$ cat src/rtl/fir_pkg.sv
// Shared constants and helpers for the fir output stages.
package fir_pkg;

    localparam int FIR_RESULT_SZ = 33;
    localparam int FIR_OUT_SZ    = 16;
    localparam int SAT_MAX_SZ    = 64;

    // Sign-extend the low in_sz bits of v, then clamp to the signed out_sz-bit range.
    function automatic logic signed [SAT_MAX_SZ-1:0] saturate(
        input logic signed [SAT_MAX_SZ-1:0] v,
        input int                           in_sz,
        input int                           out_sz
    );
        logic signed [SAT_MAX_SZ-1:0] ext_v;
        logic signed [SAT_MAX_SZ-1:0] max_v;
        logic signed [SAT_MAX_SZ-1:0] min_v;
        logic signed [SAT_MAX_SZ-1:0] res_v;
        ext_v = v <<< (SAT_MAX_SZ - in_sz);
        ext_v = ext_v >>> (SAT_MAX_SZ - in_sz);
        max_v = (64'sd1 <<< (out_sz - 1)) - 64'sd1;
        min_v = -(64'sd1 <<< (out_sz - 1));
        if (ext_v > max_v) begin
            res_v = max_v;
        end else if (ext_v < min_v) begin
            res_v = min_v;
        end else begin
            res_v = ext_v;
        end
        return res_v;
    endfunction

endpackage

$ cat src/rtl/fir_decim_out_if.sv
// Sample stream from fir into the decimator and valid/ready result stream out of it.
interface fir_decim_out_if
    import fir_pkg::*;
#(
    parameter int IN_SZ  = FIR_RESULT_SZ,
    parameter int OUT_SZ = FIR_OUT_SZ
);
    logic signed [IN_SZ-1:0]  in;
    logic                     in_valid;
    logic signed [OUT_SZ-1:0] out;
    logic                     out_valid;
    logic                     out_ready;

    modport master (output in, in_valid, out_ready, input out, out_valid);
    modport slave  (input in, in_valid, out_ready, output out, out_valid);
endinterface

$ cat src/rtl/fir_sync_fifo.sv
// First-word-fall-through synchronous FIFO; a push while full is ignored unless a pop frees a slot.
module fir_sync_fifo #(
    parameter int WIDTH = 16,
    parameter int DEPTH = 4
) (
    input  logic             clk,
    input  logic             rst,
    input  logic             push,
    input  logic [WIDTH-1:0] push_data,
    input  logic             pop,
    output logic [WIDTH-1:0] head,
    output logic             full,
    output logic             empty
);
    localparam int             AW       = (DEPTH > 1) ? $clog2(DEPTH) : 1;
    localparam logic [AW:0]    FULL_CNT = (AW+1)'(DEPTH);

    logic [WIDTH-1:0] mem_r [DEPTH];
    logic [AW-1:0]    wr_ptr_r;
    logic [AW-1:0]    rd_ptr_r;
    logic [AW:0]      count_r;
    logic             do_push_s;
    logic             do_pop_s;

    // Accept decisions: pop needs data, push needs room or a simultaneous pop.
    always_comb begin
        do_pop_s  = pop && (count_r != {(AW+1){1'b0}});
        do_push_s = push && ((count_r != FULL_CNT) || do_pop_s);
    end

    // Pointer and occupancy bookkeeping; pointers wrap naturally at DEPTH.
    always_ff @(posedge clk) begin
        if (rst) begin
            wr_ptr_r <= {AW{1'b0}};
            rd_ptr_r <= {AW{1'b0}};
            count_r  <= {(AW+1){1'b0}};
        end else begin
            if (do_push_s) begin
                wr_ptr_r <= wr_ptr_r + AW'(1);
            end
            if (do_pop_s) begin
                rd_ptr_r <= rd_ptr_r + AW'(1);
            end
            case ({do_push_s, do_pop_s})
                2'b10:   count_r <= count_r + (AW+1)'(1);
                2'b01:   count_r <= count_r - (AW+1)'(1);
                default: count_r <= count_r;
            endcase
        end
    end

    // Storage array.
    always_ff @(posedge clk) begin
        if (do_push_s) begin
            mem_r[wr_ptr_r] <= push_data;
        end
    end

    assign head  = mem_r[rd_ptr_r];
    assign full  = (count_r == FULL_CNT);
    assign empty = (count_r == {(AW+1){1'b0}});
endmodule

$ cat src/rtl/fir_decim_out.sv
// Decimating output stage for fir: keep 1 of DECIM samples, scale, saturate, buffer.
// Build option FIR_DECIM_ROUND_EN adds round-half-up before the right shift.
module fir_decim_out
    import fir_pkg::*;
#(
    parameter int IN_SZ  = FIR_RESULT_SZ,
    parameter int OUT_SZ = FIR_OUT_SZ,
    parameter int SHIFT  = 15,
    parameter int DECIM  = 4,
    parameter int DEPTH  = 4
) (
    input  logic           clk,
    input  logic           rst,
    fir_decim_out_if.slave bus,
    output logic           sat_flag,
    output logic           ovf_flag,
    input  logic           clr_flags
);
    localparam int              PH_W    = (DECIM > 1) ? $clog2(DECIM) : 1;
    localparam logic [PH_W-1:0] PH_LAST = PH_W'(DECIM - 1);
`ifdef FIR_DECIM_ROUND_EN
    localparam logic signed [IN_SZ:0] BIAS = {{IN_SZ{1'b0}}, 1'b1} << (SHIFT - 1);
`endif

    logic [PH_W-1:0]              ph_r;
    logic                         stage_valid_r;
    logic [OUT_SZ-1:0]            stage_data_r;
    logic [OUT_SZ-1:0]            last_r;
    logic                         sat_flag_r;
    logic                         ovf_flag_r;
    logic                         keep_s;
    logic signed [IN_SZ:0]        ext_s;
    logic signed [IN_SZ:0]        biased_s;
    logic signed [IN_SZ:0]        shifted_s;
    logic signed [SAT_MAX_SZ-1:0] wide_s;
    logic                         clip_s;
    logic [OUT_SZ-1:0]            scaled_s;
    logic [OUT_SZ-1:0]            head_s;
    logic                         full_s;
    logic                         empty_s;
    logic                         pop_s;
    logic                         ovf_s;

    // Keep decision and the scale/saturate datapath for the incoming sample.
    always_comb begin
        keep_s   = bus.in_valid && (ph_r == {PH_W{1'b0}});
        ext_s    = {bus.in[IN_SZ-1], bus.in};
`ifdef FIR_DECIM_ROUND_EN
        biased_s = ext_s + BIAS;
`else
        biased_s = ext_s;
`endif
        shifted_s = biased_s >>> SHIFT;
        wide_s    = SAT_MAX_SZ'(shifted_s);
        clip_s    = (saturate(wide_s, IN_SZ + 1, OUT_SZ) != wide_s);
        scaled_s  = OUT_SZ'(saturate(wide_s, IN_SZ + 1, OUT_SZ));
        pop_s     = !empty_s && bus.out_ready;
        // A drop only happens when the full FIFO is not also being drained this cycle.
        ovf_s     = stage_valid_r && full_s && !pop_s;
    end

    // Phase counter, stage register, held output value and sticky flags (set beats clear).
    always_ff @(posedge clk) begin
        if (rst) begin
            ph_r          <= {PH_W{1'b0}};
            stage_valid_r <= 1'b0;
            stage_data_r  <= {OUT_SZ{1'b0}};
            last_r        <= {OUT_SZ{1'b0}};
            sat_flag_r    <= 1'b0;
            ovf_flag_r    <= 1'b0;
        end else begin
            if (bus.in_valid) begin
                ph_r <= (ph_r == PH_LAST) ? {PH_W{1'b0}} : ph_r + PH_W'(1);
            end
            stage_valid_r <= keep_s;
            if (keep_s) begin
                stage_data_r <= scaled_s;
            end
            if (pop_s) begin
                last_r <= head_s;
            end
            sat_flag_r <= (keep_s && clip_s) || (sat_flag_r && !clr_flags);
            ovf_flag_r <= ovf_s || (ovf_flag_r && !clr_flags);
        end
    end

    fir_sync_fifo #(
        .WIDTH (OUT_SZ),
        .DEPTH (DEPTH)
    ) u_fifo (
        .clk       (clk),
        .rst       (rst),
        .push      (stage_valid_r),
        .push_data (stage_data_r),
        .pop       (pop_s),
        .head      (head_s),
        .full      (full_s),
        .empty     (empty_s)
    );

    assign bus.out_valid = !empty_s;
    assign bus.out       = empty_s ? last_r : head_s;
    assign sat_flag      = sat_flag_r;
    assign ovf_flag      = ovf_flag_r;
endmodule

$ cat src/flat_wrapper.sv
// flat-port wrapper written by rule: the top's interface ports become plain ports
module fir_decim_out_flat import fir_pkg::*;
#(
    parameter int IN_SZ  = FIR_RESULT_SZ,
    parameter int OUT_SZ = FIR_OUT_SZ,
    parameter int SHIFT  = 15,
    parameter int DECIM  = 4,
    parameter int DEPTH  = 4
)
  (clk, rst, sat_flag, ovf_flag, clr_flags, bus_in, bus_in_valid, bus_out_ready, bus_out, bus_out_valid);
  fir_decim_out_if #(.IN_SZ(IN_SZ), .OUT_SZ(OUT_SZ)) bus_i ();
  input  logic clk;
  input  logic rst;
  output logic sat_flag;
  output logic ovf_flag;
  input  logic clr_flags;
  input wire logic [$bits(bus_i.in)-1:0] bus_in;
  input wire logic [$bits(bus_i.in_valid)-1:0] bus_in_valid;
  input wire logic [$bits(bus_i.out_ready)-1:0] bus_out_ready;
  output wire logic [$bits(bus_i.out)-1:0] bus_out;
  output wire logic [$bits(bus_i.out_valid)-1:0] bus_out_valid;
  assign bus_i.in = bus_in;
  assign bus_i.in_valid = bus_in_valid;
  assign bus_i.out_ready = bus_out_ready;
  assign bus_out = bus_i.out;
  assign bus_out_valid = bus_i.out_valid;
  fir_decim_out #(.IN_SZ(IN_SZ), .OUT_SZ(OUT_SZ), .SHIFT(SHIFT), .DECIM(DECIM), .DEPTH(DEPTH)) u_core (.clk(clk), .rst(rst), .bus(bus_i), .sat_flag(sat_flag), .ovf_flag(ovf_flag), .clr_flags(clr_flags));
endmodule
$ cat config.mk
export PLATFORM = sky130hd
export DESIGN_NAME = fir_decim_out_flat
export DESIGN_NICKNAME = d
export VERILOG_FILES = /design/src/rtl/fir_pkg.sv /design/src/rtl/fir_decim_out_if.sv /design/src/rtl/fir_sync_fifo.sv /design/src/rtl/fir_decim_out.sv /design/src/flat_wrapper.sv
export SDC_FILE = /design/constraint.sdc
export NUM_CORES = 1
export LEC_CHECK = 0
export CAP_MARGIN = 20
export CORE_MARGIN = 4
export CORE_UTILIZATION = 34
export CTS_BUF_LIST = sky130_fd_sc_hd__clkbuf_8
export DETAILED_ROUTE_END_ITERATION = 8
export GPL_ROUTABILITY_DRIVEN = 0
export PLACE_DENSITY_LB_ADDON = 0.25
export SLEW_MARGIN = 20
export SYNTH_ARGS = -nofsm -noshare
export SYNTH_HDL_FRONTEND = slang
export SYNTH_SLANG_ARGS = --single-unit
$ cat constraint.sdc
create_clock -name clk -period 7.6 [get_ports clk]
set_clock_uncertainty 0.2 [all_clocks]
set_input_delay 1.9 -clock clk [delete_from_list [all_inputs] [get_ports clk]]
set_output_delay 1.9 -clock clk [all_outputs]
set_load 0.03 [all_outputs]
# Word-level counts from Yosys, hierarchy flattened
# Memories as Yosys holds them, arrays and structs flattened. A register that Yosys moved wholly into a read port is not among the register bits.
# Index checks and enable logic that the tools add are counted.
[op_classes]
addsub = 5
n_mul = 0
div_mod_pow = 0
n_lt_le_gt_ge = 2
eq_ne = 6
n_shift = 0
mux = 9
bitwise = 0
n_reduce_logical = 19
[op_table]
columns = ["cell", "count"]
rows = [
  ["two-way mux 64 bit", 2],
  ["inequality test 64 x 18 -> 1 bit", 1],
  ["> comparator 18 x 16 -> 1 bit, second input constant", 1],
  ["< comparator 18 x 16 -> 1 bit, second input constant", 1],
  ["two-way mux 16 bit", 1],
  ["logical AND 1 bit", 9],
  ["adder 2 x 1 -> 2 bit, second input constant", 3],
  ["two-way mux 2 bit", 3],
  ["one-hot mux 3 bit (2 select lines)", 1],
  ["== test 2 bit, second input constant", 2],
  ["adder 3 x 1 -> 3 bit, second input constant", 1],
  ["== test 3 bit, second input constant", 1],
  ["logical NOT 1 bit", 3],
  ["logical NOT 3 bit", 1],
  ["logical OR 1 bit", 3],
  ["inequality test 3 bit, second input constant", 1],
  ["nonzero test 3 bit", 1],
  ["subtractor 3 x 1 -> 3 bit, second input constant", 1],
  ["== test 2 x 1 -> 1 bit, second input constant", 1],
  ["logical NOT 2 bit", 1],
  ["two-way mux 1 bit", 2],
  ["nonzero test 2 bit", 1],
]
[totals]
reg_bits = 44
latchBits = 0
ramBits = 64
mem_bits_ro = 0
input_bits = 38
memories = 1
[memory_table]
columns = ["name", "depth", "width", "rd", "rd_clocked_by_memory_dff", "write_ports", "line", "rtl"]
rows = [
  ["u_core.u_fifo.mem_r", 4, 16, 1, 1, 1, "fir_sync_fifo.sv:18", "logic [WIDTH-1:0] mem_r [DEPTH];"],
]

# Depth between registers and ports, before layout
[depth]
word_depth = 8
depth_mapped = 10

# Cells and area by module
# From an unflattened synthesis, not the netlist that was laid out.
[hier_totals]
hier_cells = 336
hier_area_um2 = 4614.4
[by_module_without_submodules]
columns = ["mod", "n_inst", "cells_each", "area_each_um2", "seq_area_each_um2"]
rows = [
  ["fir_sync_fifo", 1, 138, 2830.2, 2102.0],
  ["fir_decim_out", 1, 198, 1784.2, 740.7],
]

# Worst setup path after synthesis
# OpenSTA, ideal clock, no wires.
[synth_path]
path_type = "in2reg"
start = "in bus_out_ready"
end = "reg u_core.u_fifo.count_r[2]"
setup_ns = 0.070
arrival_time_ns = 3.576
slack_ns = 3.753
path_stages = 9
path_buffers = 0
cell_sequence = "nor4b_1 nor2_1 inv_1 ha_1 inv_1 fa_1 xor2_1 or3_1 a21oi_1"
[synth_via]
elab_chain_len = 6
elab_cells_between_ends = 8
classes_between = "eq/ne: 2; mux: 1; reduce/logical: 5"
[synth_lines]
columns = ["element", "line", "rtl"]
rows = [
  ["start, declared", "flat_wrapper.sv:19", "input wire logic [$bits(bus_i.out_ready)-1:0] bus_out_ready;"],
  ["logical AND 1 bit *", "fir_decim_out.sv:57", "pop_s = !empty_s && bus.out_ready;"],
  ["logical AND 1 bit *", "fir_sync_fifo.sv:27", "do_pop_s = pop && (count_r != {(AW+1){1'b0}});"],
  ["logical OR 1 bit", "fir_sync_fifo.sv:28", "do_push_s = push && ((count_r != FULL_CNT) || do_pop_s);"],
  ["logical AND 1 bit", "fir_sync_fifo.sv:28", ""],
  ["== test 2 x 1 -> 1 bit or == test 2 bit (tied branches)", "fir_sync_fifo.sv:44", "case ({do_push_s, do_pop_s})"],
  ["one-hot mux 3 bit (2 select lines) or nonzero test 2 bit (tied branches)", "--", ""],
  ["end signal, assigned", "fir_sync_fifo.sv:45", "2'b10: count_r <= count_r + (AW+1)'(1);"],
  ["end signal, assigned", "fir_sync_fifo.sv:46", "2'b01: count_r <= count_r - (AW+1)'(1);"],
  ["end signal, assigned", "fir_sync_fifo.sv:47", "default: count_r <= count_r;"],
  ["end, declared", "fir_sync_fifo.sv:21", "logic [AW:0] count_r;"],
]
# Every way passes the cells marked *; elsewhere a longest branch is shown, timed or not.
# A chain may end at the register's enable or synchronous reset.

==> load_flow_metrics.sql <==
INSERT INTO impl_metrics (metric_group, metric, value, unit) VALUES
('synthesis', 'netlist_top_cells_area', 'sky130_fd_sc_hd__edfxtp_1, sky130_fd_sc_hd__dfxtp_1, sky130_fd_sc_hd__mux4_2', ''),
('final_layout', 'n_antenna_cell', '0', ''),
('sta', 'finalSetupViolCount', '0', ''),
('final_layout', 'final_net_count', '414', ''),
('synthesis', 'post_synth_xor_area_fraction', '0.00585', ''),
('clocking', 'tritoncts', 'built', ''),
('worst_setup_path', 'worstPathMaxFanout', '16', ''),
('synthesis', 'synth_enable_flop_cells', '64', ''),
('synthesis', 'dominantRegCellSynth', 'sky130_fd_sc_hd__edfxtp_1', ''),
('power_and_ir_drop', 'total_switching_power', '0.528', 'mW'),
('sta', 'fmax', '0.211', 'GHz'),
('floorplan', 'design.die.area', '0.0151', 'sq mm'),
('floorplan', 'fp.coreArea', '0.0128', 'sq mm'),
('clocking', 'cts.clk_slew.worst_paths', '0.10', 'ns'),
('sta', 'worstMarginPinSlew', '0.872', 'ns'),
('placed_design', 'hpwl', '5.57', 'mm'),
('worst_setup_path', 'crit_arrival', '2.64', 'ns'),
('final_layout', 'fraction_of_layout_cells_with_a_size_suffix_above_1', '0.132', ''),
('clocking', 'post-cts-setup-buffer-count', '0', ''),
('routing', 'detail_route.first_pass.iterations', '4', ''),
('clocking', 'cts.hold.buffers_added', '0', ''),
('floorplan', 'io-pin-count', '57', ''),
('status', 'outcome', 'complete, no violations', ''),
('power_and_ir_drop', 'p_int', '1.07', 'mW'),
('global_route', 'grt_first_pass_wirelength', '14.1', 'mm'),
('synthesis', 'number_of_nets_in_the_synthesized_netlist', '378', ''),
('sta', 'setup_total_negative_slack', '0', 'ns'),
('synthesis', 'syn-mean-instance-area', '13.6', 'sq um'),
('global_route', 'grt_start_max_net_pins', '47', ''),
('synthesis', 'yosys.area_share.adder', '0.0267', ''),
('routing', 'vias_per_cell', '4.81', ''),
('sta', 'final-hold-violation-count', '0', ''),
('power_and_ir_drop', 'clock_power_share', '0.197', ''),
('sta', 'whs', '0.258', 'ns'),
('routing', 'drt-wirelength-per-cell', '15.1', 'microns'),
('power_and_ir_drop', 'power.total', '1.60', 'mW'),
('floorplan', 'die_h', '123', 'microns'),
('min_path', 'holdCritPathClass', 'reg -> reg', ''),
('routing', 'dr.first_iter.drc_count', '152', ''),
('sta', 'post-route-min-period', '4.74', 'ns'),
('synthesis', 'synth_top_area_frac', '0.428', ''),
('placed_design', 'placement.io_buffers', '41', ''),
('global_route', 'global_route.overflow_total', '0', ''),
('synthesis', 'asr_flop_ratio_synth', '0', ''),
('power_and_ir_drop', 'seq_power_share', '0.467', ''),
('synthesis', 'synthDominantAreaCellType', 'sky130_fd_sc_hd__edfxtp_1', ''),
('floorplan', 'initial_utilization', '0.352', ''),
('clocking', 'cts.sink_count', '110', ''),
('flow_run', 'cap_violations', '0', ''),
('final_layout', 'final-instance-count-excl-fill', '544', ''),
('routing', 'drtAntennaViolNets', '0', ''),
('worst_setup_path', 'crit_path_cell_trace', 'mux4_1 > mux2_2 > clkdlybuf4s50_1', ''),
('power_and_ir_drop', 'power_frac_comb', '0.336', ''),
('floorplan', 'row_count', '41', ''),
('synthesis', 'distinct_cell_type_count_of_the_synthesized_netlist', '39', ''),
('worst_setup_path', 'critPathSlowestCell', 'sky130_fd_sc_hd__dfxtp_2', ''),
('synthesis', 'synth-simple-area-share', '0.105', ''),
('routing', 'route.final.wire_length', '8.19', 'mm'),
('synthesis', 'post_synthesis_cell_area', '0.00449', 'sq mm'),
('synthesis', 'synth-seq-area-share', '0.633', ''),
('synthesis', 'yosys-mux-area-fraction', '0.128', ''),
('synthesis', 'yosys_warnings', '0', ''),
('clocking', 'cts_buffers', '9', ''),
('clocking', 'clock_tree.root_cell', 'sky130_fd_sc_hd__clkbuf_8', ''),
('floorplan', 'dieWidth', '123', 'microns'),
('global_route', 'antenna_found_initial', '0', ''),
('synthesis', 'largest_family_of_logic_cells_by_synthesized_area', 'multiplexers', ''),
('power_and_ir_drop', 'p_leak', '1.75', 'nW'),
('sta', 'unrepaired_setup_endpoints_after_global_routing', 'no', ''),
('worst_setup_path', 'cp-end-kind', 'output port', ''),
('synthesis', 'syn_inst', '331', '');
registers in the layout (all words and copies together), names as in the netlist, 2 cells and up, named ones only:
signal / flops
u_core.u_fifo.mem_r: 64
u_core.u_fifo.count_r: 3
u_core.ph_r: 2
u_core.u_fifo.wr_ptr_r: 2
u_core.stage_data_r: 16
u_core.u_fifo.rd_ptr_r: 2
u_core.last_r: 16
through the flow:
stage / area [sq um] / util
after floorplan: 4490 / -
after global placement: 5020 / 0.393
after detailed placement: 5020 / 0.393
after CTS: 5200 / 0.407
after global routing: 5200 / 0.407
final: 5200 / 0.407
cell usage after synthesis (all sizes together), types with 4 or more instances:
master and count:
o21ai 4, buf 10, mux4 16, and3 4
inv 13, a211oi 16, ha 8, clkbuf 7
a21oi 24, edfxtp 64, nand2b 15, mux2 16
nand2 35, dfxtp 46, nor2 26
placed cells by master (no fill, tap or decap), types with 3 or more instances in the layout:
cell,count
sky130_fd_sc_hd__edfxtp_1,64
sky130_fd_sc_hd__dfxtp_1,45
sky130_fd_sc_hd__clkdlybuf4s50_1,41
sky130_fd_sc_hd__nand2_1,35
sky130_fd_sc_hd__nor2_1,26
sky130_fd_sc_hd__a21oi_1,23
sky130_fd_sc_hd__mux2_2,16
sky130_fd_sc_hd__a211oi_1,16
sky130_fd_sc_hd__nand2b_1,15
sky130_fd_sc_hd__inv_1,14
sky130_fd_sc_hd__mux4_2,12
sky130_fd_sc_hd__clkbuf_8,10
sky130_fd_sc_hd__ha_1,8
sky130_fd_sc_hd__mux4_1,4
sky130_fd_sc_hd__and3_1,4
sky130_fd_sc_hd__o21ai_0,4
sky130_fd_sc_hd__nand3_1,3
sky130_fd_sc_hd__nor4_1,3
final cells by class:
class	count	area (sq um)
inverter	13	48.8
fill	1233	7570
sequential	110	2840
multi-input combinational	191	1500
clock inverter	6	37.5
timing repair buffer	42	418
tap	172	215
clock buffer	10	138
layer usage:
metal,track usage,routed length (microns),vias up
met4,0.0399,85,0
met5,0,0,-
li1,-,-,1283
met3,0.0265,236,4
met2,0.186,3780,49
met1,0.172,4090,1279
worst max-delay path: cells and delay by family, from the launching register on:
family / cells / cell delay (ns)
flops: 1 / 0.71
mux: 2 / 0.98
buf+inv: 1 / 0.59
cells by family after synthesis:
kind of cell / count (synthesis)
flip-flops: 110
XOR/XNOR: 3
adder cells (fa/ha/maj): 9
AO/OA/AOI/OAI: 48
AND/OR/NAND/NOR: 97
buffers and inverters: 30
multiplexers: 34
power groups by stage:
stage	registers [mW]	logic, mW	clock network (mW)
after global placement	0.758	0.541	0
after global routing	0.757	0.586	0.351
final	0.745	0.537	0.314
after detailed placement	0.762	0.547	0
after floorplan	0.722	0.417	0
after CTS	0.748	0.549	0.330
path summary, 6_finish.rpt:
check,from,endpoint,slack [ns],depth (start not counted)
setup / recovery,register,bus_out[15],2.86,3
hold / removal,u_core.last_r[14]$_SDFFE_PP0P_,u_core.last_r[14]$_SDFFE_PP0P_,0.26,2
setup reg to reg,u_core.u_fifo.count_r[2]$_SDFFE_PP0P_,u_core.u_fifo.count_r[2]$_SDFFE_PP0P_,4.79,8
hold reg to reg,u_core.last_r[14]$_SDFFE_PP0P_,u_core.last_r[14]$_SDFFE_PP0P_,0.26,2
No activity file was read; power rests on OpenSTA's default activity.
